File: config.mk
export PLATFORM = sky130hd
export DESIGN_NAME = bram_read_client
export DESIGN_NICKNAME = d
export VERILOG_FILES = /design/src/rtl/bram_client_pkg.sv /design/src/rtl/bram_rsp_fifo.sv /design/src/rtl/bram_read_client.sv
export SDC_FILE = /design/constraint.sdc
export NUM_CORES = 1
export LEC_CHECK = 0
export ABC_AREA = 1
export CORE_UTILIZATION = 50
export DETAILED_ROUTE_END_ITERATION = 10
export MAX_ROUTING_LAYER = met4
export PLACE_DENSITY_LB_ADDON = 0.2
export REMOVE_ABC_BUFFERS = 1
export SYNTH_ARGS = -nofsm -noshare
export SYNTH_HDL_FRONTEND = slang
export SYNTH_SLANG_ARGS = --single-unit
File: constraint.sdc
create_clock -name CLK -period 5.3 [get_ports CLK]
set_input_delay 1.06 -clock CLK [delete_from_list [all_inputs] [get_ports CLK]]
set_output_delay 1.06 -clock CLK [all_outputs]
set_load 0.005 [all_outputs]
File: src/rtl/bram_client_pkg.sv
// Shared defaults, credit-width helper and FIFO safety assertions for the
// block-RAM read client.

`ifndef BRAM_CLIENT_PKG_MACROS
`define BRAM_CLIENT_PKG_MACROS
`define BRC_ASSERT_NO_OVERFLOW(clk, rst, push, full) \
    assert property (@(posedge clk) disable iff (rst) !((push) && (full)))
`define BRC_ASSERT_NO_UNDERFLOW(clk, rst, pop, empty) \
    assert property (@(posedge clk) disable iff (rst) !((pop) && (empty)))
`endif

package bram_client_pkg;

    localparam int DEFAULT_DATA_SIZE = 32;
    localparam int DEFAULT_ADDR_SIZE = 9;
    localparam int DEFAULT_RSP_DEPTH = 4;

    // Width able to hold every value 0..depth, i.e. a full credit count.
    function automatic int credit_width(input int depth);
        return $clog2(depth + 1);
    endfunction

endpackage

File: src/rtl/bram_rsp_fifo.sv
// Register-based synchronous response FIFO: push/pop, occupancy and a head
// word read straight from storage (no bypass, so data is always registered).

module bram_rsp_fifo
    import bram_client_pkg::*;
#(
    parameter int DATA_SIZE = DEFAULT_DATA_SIZE,
    parameter int DEPTH     = DEFAULT_RSP_DEPTH
) (
    input  logic                           CLK,
    input  logic                           RST,
    input  logic                           push,
    input  logic [DATA_SIZE-1:0]           push_data,
    input  logic                           pop,
    output logic [credit_width(DEPTH)-1:0] occ,
    output logic [DATA_SIZE-1:0]           head,
    output logic                           empty
);

    localparam int PTR_W = $clog2(DEPTH);
    localparam int OCC_W = credit_width(DEPTH);

    logic [DATA_SIZE-1:0] mem [DEPTH];
    logic [PTR_W-1:0]     wr_ptr;
    logic [PTR_W-1:0]     rd_ptr;
    logic [OCC_W-1:0]     count;
    logic                 full;

    // NOTE: the storage is only a few registers, so it is reset along with the
    // pointers; that makes the head word read as zero straight after reset.
    always_ff @(posedge CLK) begin
        if (RST) begin
            wr_ptr <= '0;
            rd_ptr <= '0;
            count  <= '0;
            for (int i = 0; i < DEPTH; i++) begin
                mem[i] <= '0;
            end
        end else begin
            if (push) begin
                mem[wr_ptr] <= push_data;
                wr_ptr      <= wr_ptr + 1'b1;
            end
            if (pop) begin
                rd_ptr <= rd_ptr + 1'b1;
            end
            if (push && !pop) begin
                count <= count + 1'b1;
            end else if (!push && pop) begin
                count <= count - 1'b1;
            end
        end
    end

    assign occ   = count;
    assign head  = mem[rd_ptr];
    assign empty = (count == '0);
    assign full  = (count == OCC_W'(DEPTH));

    a_no_overflow:  `BRC_ASSERT_NO_OVERFLOW(CLK, RST, push, full);
    a_no_underflow: `BRC_ASSERT_NO_UNDERFLOW(CLK, RST, pop, empty);

endmodule

File: src/rtl/bram_read_client.sv
// Initiator-side block-RAM controller: credit-gated read issue with a response
// FIFO for the one-cycle read data, plus write pass-through with hazard stall.

module bram_read_client
    import bram_client_pkg::*;
#(
    parameter int DATA_SIZE = DEFAULT_DATA_SIZE,
    parameter int ADDR_SIZE = DEFAULT_ADDR_SIZE,
    parameter int RSP_DEPTH = DEFAULT_RSP_DEPTH
) (
    input  logic                 CLK,
    input  logic                 RST,

    input  logic                 req_valid,
    output logic                 req_ready,
    input  logic [ADDR_SIZE-1:0] req_addr,

    input  logic                 wr_valid,
    input  logic [ADDR_SIZE-1:0] wr_addr,
    input  logic [DATA_SIZE-1:0] wr_data,

    output logic                 rsp_valid,
    input  logic                 rsp_ready,
    output logic [DATA_SIZE-1:0] rsp_data,

    output logic                 ram_readEnable,
    output logic [ADDR_SIZE-1:0] ram_readAddr,
    input  logic [DATA_SIZE-1:0] ram_readData,
    output logic                 ram_writeEnable,
    output logic [ADDR_SIZE-1:0] ram_writeAddr,
    output logic [DATA_SIZE-1:0] ram_writeData
);

    localparam int OCC_W = credit_width(RSP_DEPTH);

    logic [OCC_W-1:0]     occ;
    logic [OCC_W:0]       credits;
    logic                 inflight;
    logic [ADDR_SIZE-1:0] last_addr;
    logic                 hazard;
    logic                 issue;
    logic                 pop;
    logic                 empty;

    // Outstanding reads = words already queued plus the one on the RAM bus.
    // Depends only on registers and the request/write inputs, never rsp_ready.
    assign credits   = {1'b0, occ} + (OCC_W + 1)'(inflight);
    assign hazard    = wr_valid && (wr_addr == req_addr);
    assign req_ready = !RST && (credits < (OCC_W + 1)'(RSP_DEPTH)) && !hazard;
    assign issue     = req_valid && req_ready;

    assign ram_readEnable  = issue;
    assign ram_readAddr    = issue ? req_addr : last_addr;
    assign ram_writeEnable = wr_valid && !RST;
    assign ram_writeAddr   = wr_addr;
    assign ram_writeData   = wr_data;

    always_ff @(posedge CLK) begin
        if (RST) begin
            inflight <= 1'b0;
        end else begin
            inflight <= issue;
        end
    end

    // NOTE: the held read address carries no reset; it is only observed as the
    // idle value of ram_readAddr, and an issue always overwrites it first.
    always_ff @(posedge CLK) begin
        if (issue) begin
            last_addr <= req_addr;
        end
    end

    assign rsp_valid = !empty;
    assign pop       = rsp_valid && rsp_ready;

    bram_rsp_fifo #(
        .DATA_SIZE (DATA_SIZE),
        .DEPTH     (RSP_DEPTH)
    ) u_rsp_fifo (
        .CLK       (CLK),
        .RST       (RST),
        .push      (inflight),
        .push_data (ram_readData),
        .pop       (pop),
        .occ       (occ),
        .head      (rsp_data),
        .empty     (empty)
    );

endmodule

; After elaboration in Yosys (flattened, before gate mapping)
; Memories as Yosys holds them, arrays and structs flattened. A register that Yosys moved wholly into a read port is not among the register bits.
; Index checks and enable logic that the tools add are counted.
; W data, S select, Z words.
[op_classes]
reduce_logical = 16
n_shift = 0
n_lt_le_gt_ge = 1
mul = 0
div = 0
n_eq_ne = 1
n_addsub = 5
mux = 13
bitwise_logic = 0
[op_table]
columns = operator, count
row1 = $mux W32, 1
row2 = $reduce_or A32 Y1, 1
row3 = $eq A9 B9 Y1, 1
row4 = $mux W9, 1
row5 = $logic_and A1 B1 Y1, 8
row6 = $mux W1, 6
row7 = $mux W2, 3
row8 = $mux W3, 2
row9 = $logic_not A1 Y1, 5
row10 = $add A2 B1 Y2 const B, 2
row11 = $add A3 B1 Y4, 1
row12 = $lt A4 B3 Y1 const B, 1
row13 = $add A3 B1 Y3 const B, 1
row14 = $logic_not A3 Y1, 1
row15 = $sub A3 B1 Y3 const B, 1
row16 = $reduce_bool A2 Y1, 1
[word_totals]
reg_bits = 17
inputBits = 87
n_memories = 1
romBits = 0
ramBits = 128
latchBits = 0
[mem_list]
columns = memory, words, width, read_ports, rd_clocked_by_memory_dff, write_ports, line
row1 = u_rsp_fifo.mem, 4, 32, 1, 1, 4, bram_rsp_fifo.sv:23  ; logic [DATA_SIZE-1:0] mem [DEPTH];

; Longest topological paths before layout
[depth]
word_depth = 6
ltp_mapped = 11
mapped_depth_nobuf = 11

; By module
; A second synthesis with hierarchy kept.
[unflattened]
cells_unflattened = 707
hier_area_um2 = 7086.8
[modules_own_cells]
columns = mod, cells_each, instances, area_each_um2
row1 = bram_rsp_fifo, 568, 1, 6197.2
row2 = bram_read_client, 139, 1, 889.6

; Worst setup path before layout
; No wires, ideal clock.
[synth_timing]
kind = register -> register
startpoint = register u_rsp_fifo.wr_ptr[1]
endpoint = memory u_rsp_fifo.mem[2][0] (netlist bit) (enable)
required_ns = 4.834
path_buffers = 0
setup_ns = 0.466
arrival_ns = 2.828
path_slack_ns = 2.006
stages_incl_launch_ff = 5
path_cell_list = dfxtp_1 -> inv_1 -> nor2_1 -> inv_1 -> o21ai_0
[synth_rtl]
columns = item, line
row1 = from (decl), bram_rsp_fifo.sv:24  ; logic [PTR_W-1:0] wr_ptr;
row2 = from (signal assigned), bram_rsp_fifo.sv:42  ; wr_ptr <= wr_ptr + 1'b1;
row3 = to (decl), bram_rsp_fifo.sv:23

; Worst setup path in the final report
[layout_timing]
startpoint = input RST
endpoint = output ram_readAddr[5]
[layout_between]
elab_chain_len = 5
[layout_rtl]
columns = item, line
row1 = from (decl), bram_read_client.sv:12  ; input logic RST,
row2 = $logic_not A1 Y1, bram_read_client.sv:49  ; assign req_ready = !RST && (credits < (OCC_W + 1)'(RSP_DEPTH)) && !hazard;
row3 = $logic_and A1 B1 Y1 (2 in series), bram_read_client.sv:49
row4 = $logic_and A1 B1 Y1, bram_read_client.sv:50  ; assign issue = req_valid && req_ready;
row5 = $mux W9, n/a
row6 = to (decl), bram_read_client.sv:27  ; output logic [ADDR_SIZE-1:0] ram_readAddr,
; No other way between the ends.

==> impl_results.md <==
* Status: finished clean
* CTS H-tree depth at 4
* Post-Synth XOR/XNOR Area at 0.507%
* Hold Path Class: flip-flop to flip-flop
* Switching pwr at 0.974 mW
* PostCTS Resize Cnt at 0
* Seq pwr share at 41.1%
* GPL Wtd Cong at 0.722
* Yosys cell types at 26
* GR Overflow Total at 0
* Least-Margin Pin Slew at 1.22 ns
* Initial Util at 51.7%
* Sw Ratio at 28.2%
* Max IR drop VDD at 0.321 mV
* Pwr per Cell Area at 413 nW/um2
* Worst path required time at 4.24 ns
* EDFF count, synth at 128
* DR vias at 4940
* Clock power share at 31.4%
* Largest family of logic cells by synthesized area: simple AND/OR/NAND/NOR gates
* Pin count of the biggest net entering global routing at 65
* Synth top area cells: edfxtp_1 (56%), nor2_1 (9.5%), dfxtp_1 (5.5%), o21ai_0 (5.1%), inv_1 (4.8%)
* Hpwl dp at 9.55 mm
* First-pass GRT wire length at 26.0 mm
* Initial antenna violation count at 0
* Row count at 42
* Max cap viols at 0
* Top-count cell post-synth: nor2_1
* Initial DRT Pass Iterations at 5
* Worst Path Arrival at 3.24 ns
* Most common library cells after synthesis: nor2_1 (174), edfxtp_1 (128), inv_1 (89)
* Setup TNS at 0 ns
* FMAX at 232 MHz
* Max Clock Skew at 0.00389 ns
* DRC at 0
* Ys async rst share at 0%
* Clk root buf: clkbuf_16
* # nets final at 838
* Endpoint type of the worst setup path: output port
* Fin crit period at 4.30 ns
* Via/cell ratio at 5.27
* Post-route clock period utilization at 81.2%
* Top-area cell type share of the netlist area at 55.7%
* Routed Antenna Nets at 0
* # IOs at 173
* DRT iter0 DRCs at 487
* Worst skew pair latency at 0.42 ns
* Synthesized cell area at 6900 um2
* TritonCTS clock tree: done
* Yosys reg bits at 147
* Die Wd at 120 um
* PortBufs at 108
* Synth Flop Type: edfxtp_1
* Core area at 13300 um2
* Sequential fraction of the synthesis area at 61.2%
* Slew Limit Fails at 0
* CTS max path bufs at 2
* Crit path max fanout at 11
* Number of diodes at 0
* Post-Syn Area per Cell at 9.98 um2
* Count of final setup violators at 0
* Fillers at 1067
* Final WL at 16.4 mm
* Post-CTS setup buffers at 0
* Fraction of layout cells with a size suffix above 1 at 8.92%
* Post-synthesis mux area share at 0%
* Routed len/inst at 17.4 um
* Compound-Gate Fraction of Synth Area at 8.84%
* Setup CP Type: primary input to output port
* Post-synth top area cell: edfxtp_1
* Cells after Synth at 692
* LEAKAGE at 3.18 nW
* Final Hold Viols at 0
* GR Util All Layers at 25.2%
* RSZ-0062 raised after global routing: false
* Int Pwr at 2.47 mW
* Clock sink total at 147
* Yosys warns at 0
* Vias in the first global route at 5063
* Synth-to-Final Area Change at 20.9%
* CTS Buf Count at 17
* Die Ht at 120 um
* Combinational power share at 27.5%
* Synth Area in Simple Gates at 16.9%
* Hold Buf Count CTS at 0
* Adder-Cell Fraction of Synth Area at 0.471%
* CP Launch Type: primary input
* Die area at 14300 um2
* Hold Slack at 0.446 ns
* Clock transition at path regs at 0.06 ns
* Worst slew margin at 18.6%
per-stage QoR:
| step | worst slack [ns] | std cells | power, mW | util, % | cell area (um2) |
|---|---|---|---|---|---|
| global placement | 1.10 | 906 | 2.36 | 58.5 | 7810 |
| detailed placement | 1.00 | 906 | 2.39 | 58.5 | 7810 |
| global route | 0.818 | 938 | 3.62 | 62.5 | 8350 |
| finish | 0.997 | 938 | 3.45 | 62.5 | 8350 |
| floorplan | 1.68 | 615 | 1.87 | - | 6410 |
| CTS | 1.00 | 938 | 3.47 | 62.5 | 8350 |
layer usage:
metal | vias up | track usage [%] | part of all wire (%)
li1 | 2352 | - | -
met1 | 2335 | 29.8 | 41
met2 | 229 | 38.4 | 48
met3 | 24 | 9.93 | 10
met4 | 0 | 10.5 | 1.5
met5 | - | - | 0
placed cells by master (no fill, tap or decap), types with 3 or more instances in the layout:
cell type and instances:
xnor2_1 4, clkinv_2 5, a21oi_1 9, nand3_1 4, clkbuf_8 5, o21ai_0 67
clkbuf_16 17, clkdlybuf4s50_1 108, dfxtp_1 18, nand2_1 39, edfxtp_1 128, clkbuf_1 5
o21ai_1 3, nor2_1 174, o21ai_4 3, buf_4 7, nor2_2 5, nor2_4 20
o22ai_1 32, nand4_1 9, inv_1 89
power by group through the flow:
stage	registers, mW	clock network (mW)	logic [mW]
3_3_place_gp	1.44	0	0.928
5_1_grt	1.43	1.14	1.04
6_report	1.42	1.08	0.948
3_5_place_dp	1.44	0	0.948
2_1_floorplan	1.46	0	0.403
4_1_cts	1.42	1.10	0.956
cell type report:
cell class | instances | area (um2) | share of cell area (%)
flip-flops and latches | 147 | 4230 | 50.6
multi-input cells | 377 | 1890 | 22.6
repair buffers | 115 | 1130 | 13.6
clock buffers | 27 | 513 | 6.15
inverters | 91 | 342 | 4.09
well taps | 176 | 220 | 2.64
clock inverters | 5 | 25.0 | 0.300
kinds of logic after synthesis:
| kind of cell | after synthesis |
|---|---|
| compound gates | 114 |
| xor+xnor | 4 |
| fa+ha+maj | 2 |
| buf+inv | 168 |
| flops | 147 |
| simple gates | 257 |
registers in the layout, indices dropped and copies added, names as in the netlist, named ones only:
register           count
u_rsp_fifo.mem       128
inflight               1
u_rsp_fifo.occ         3
u_rsp_fifo.wr_ptr      2
last_addr              9
u_rsp_fifo.rd_ptr      2
critical path, cell delays in order:
cell             delay [ns]
clkdlybuf4s50_1        0.46
inv_1                  0.37
nand3_1                0.14
inv_1                  0.28
nand3_2                0.27
nand2_1                0.14
nand2_1                0.07
clkdlybuf4s50_1        0.45
final timing paths:
| check | from | endpoint | slack, ns | cells after the start |
|---|---|---|---|---|
| max | RST | ram_readAddr[5] | 1.0 | 8 |
| max reg2reg | inflight$_SDFF_PP0_ | u_rsp_fifo.mem[1][12]$_SDFFCE_PN0P_ | 3.14 | 7 |
| min | last_addr[6]$_DFF_P_ | last_addr[6]$_DFF_P_ | 0.45 | 2 |
| min reg2reg | last_addr[6]$_DFF_P_ | last_addr[6]$_DFF_P_ | 0.45 | 2 |
(Power assumes the default switching activity.)
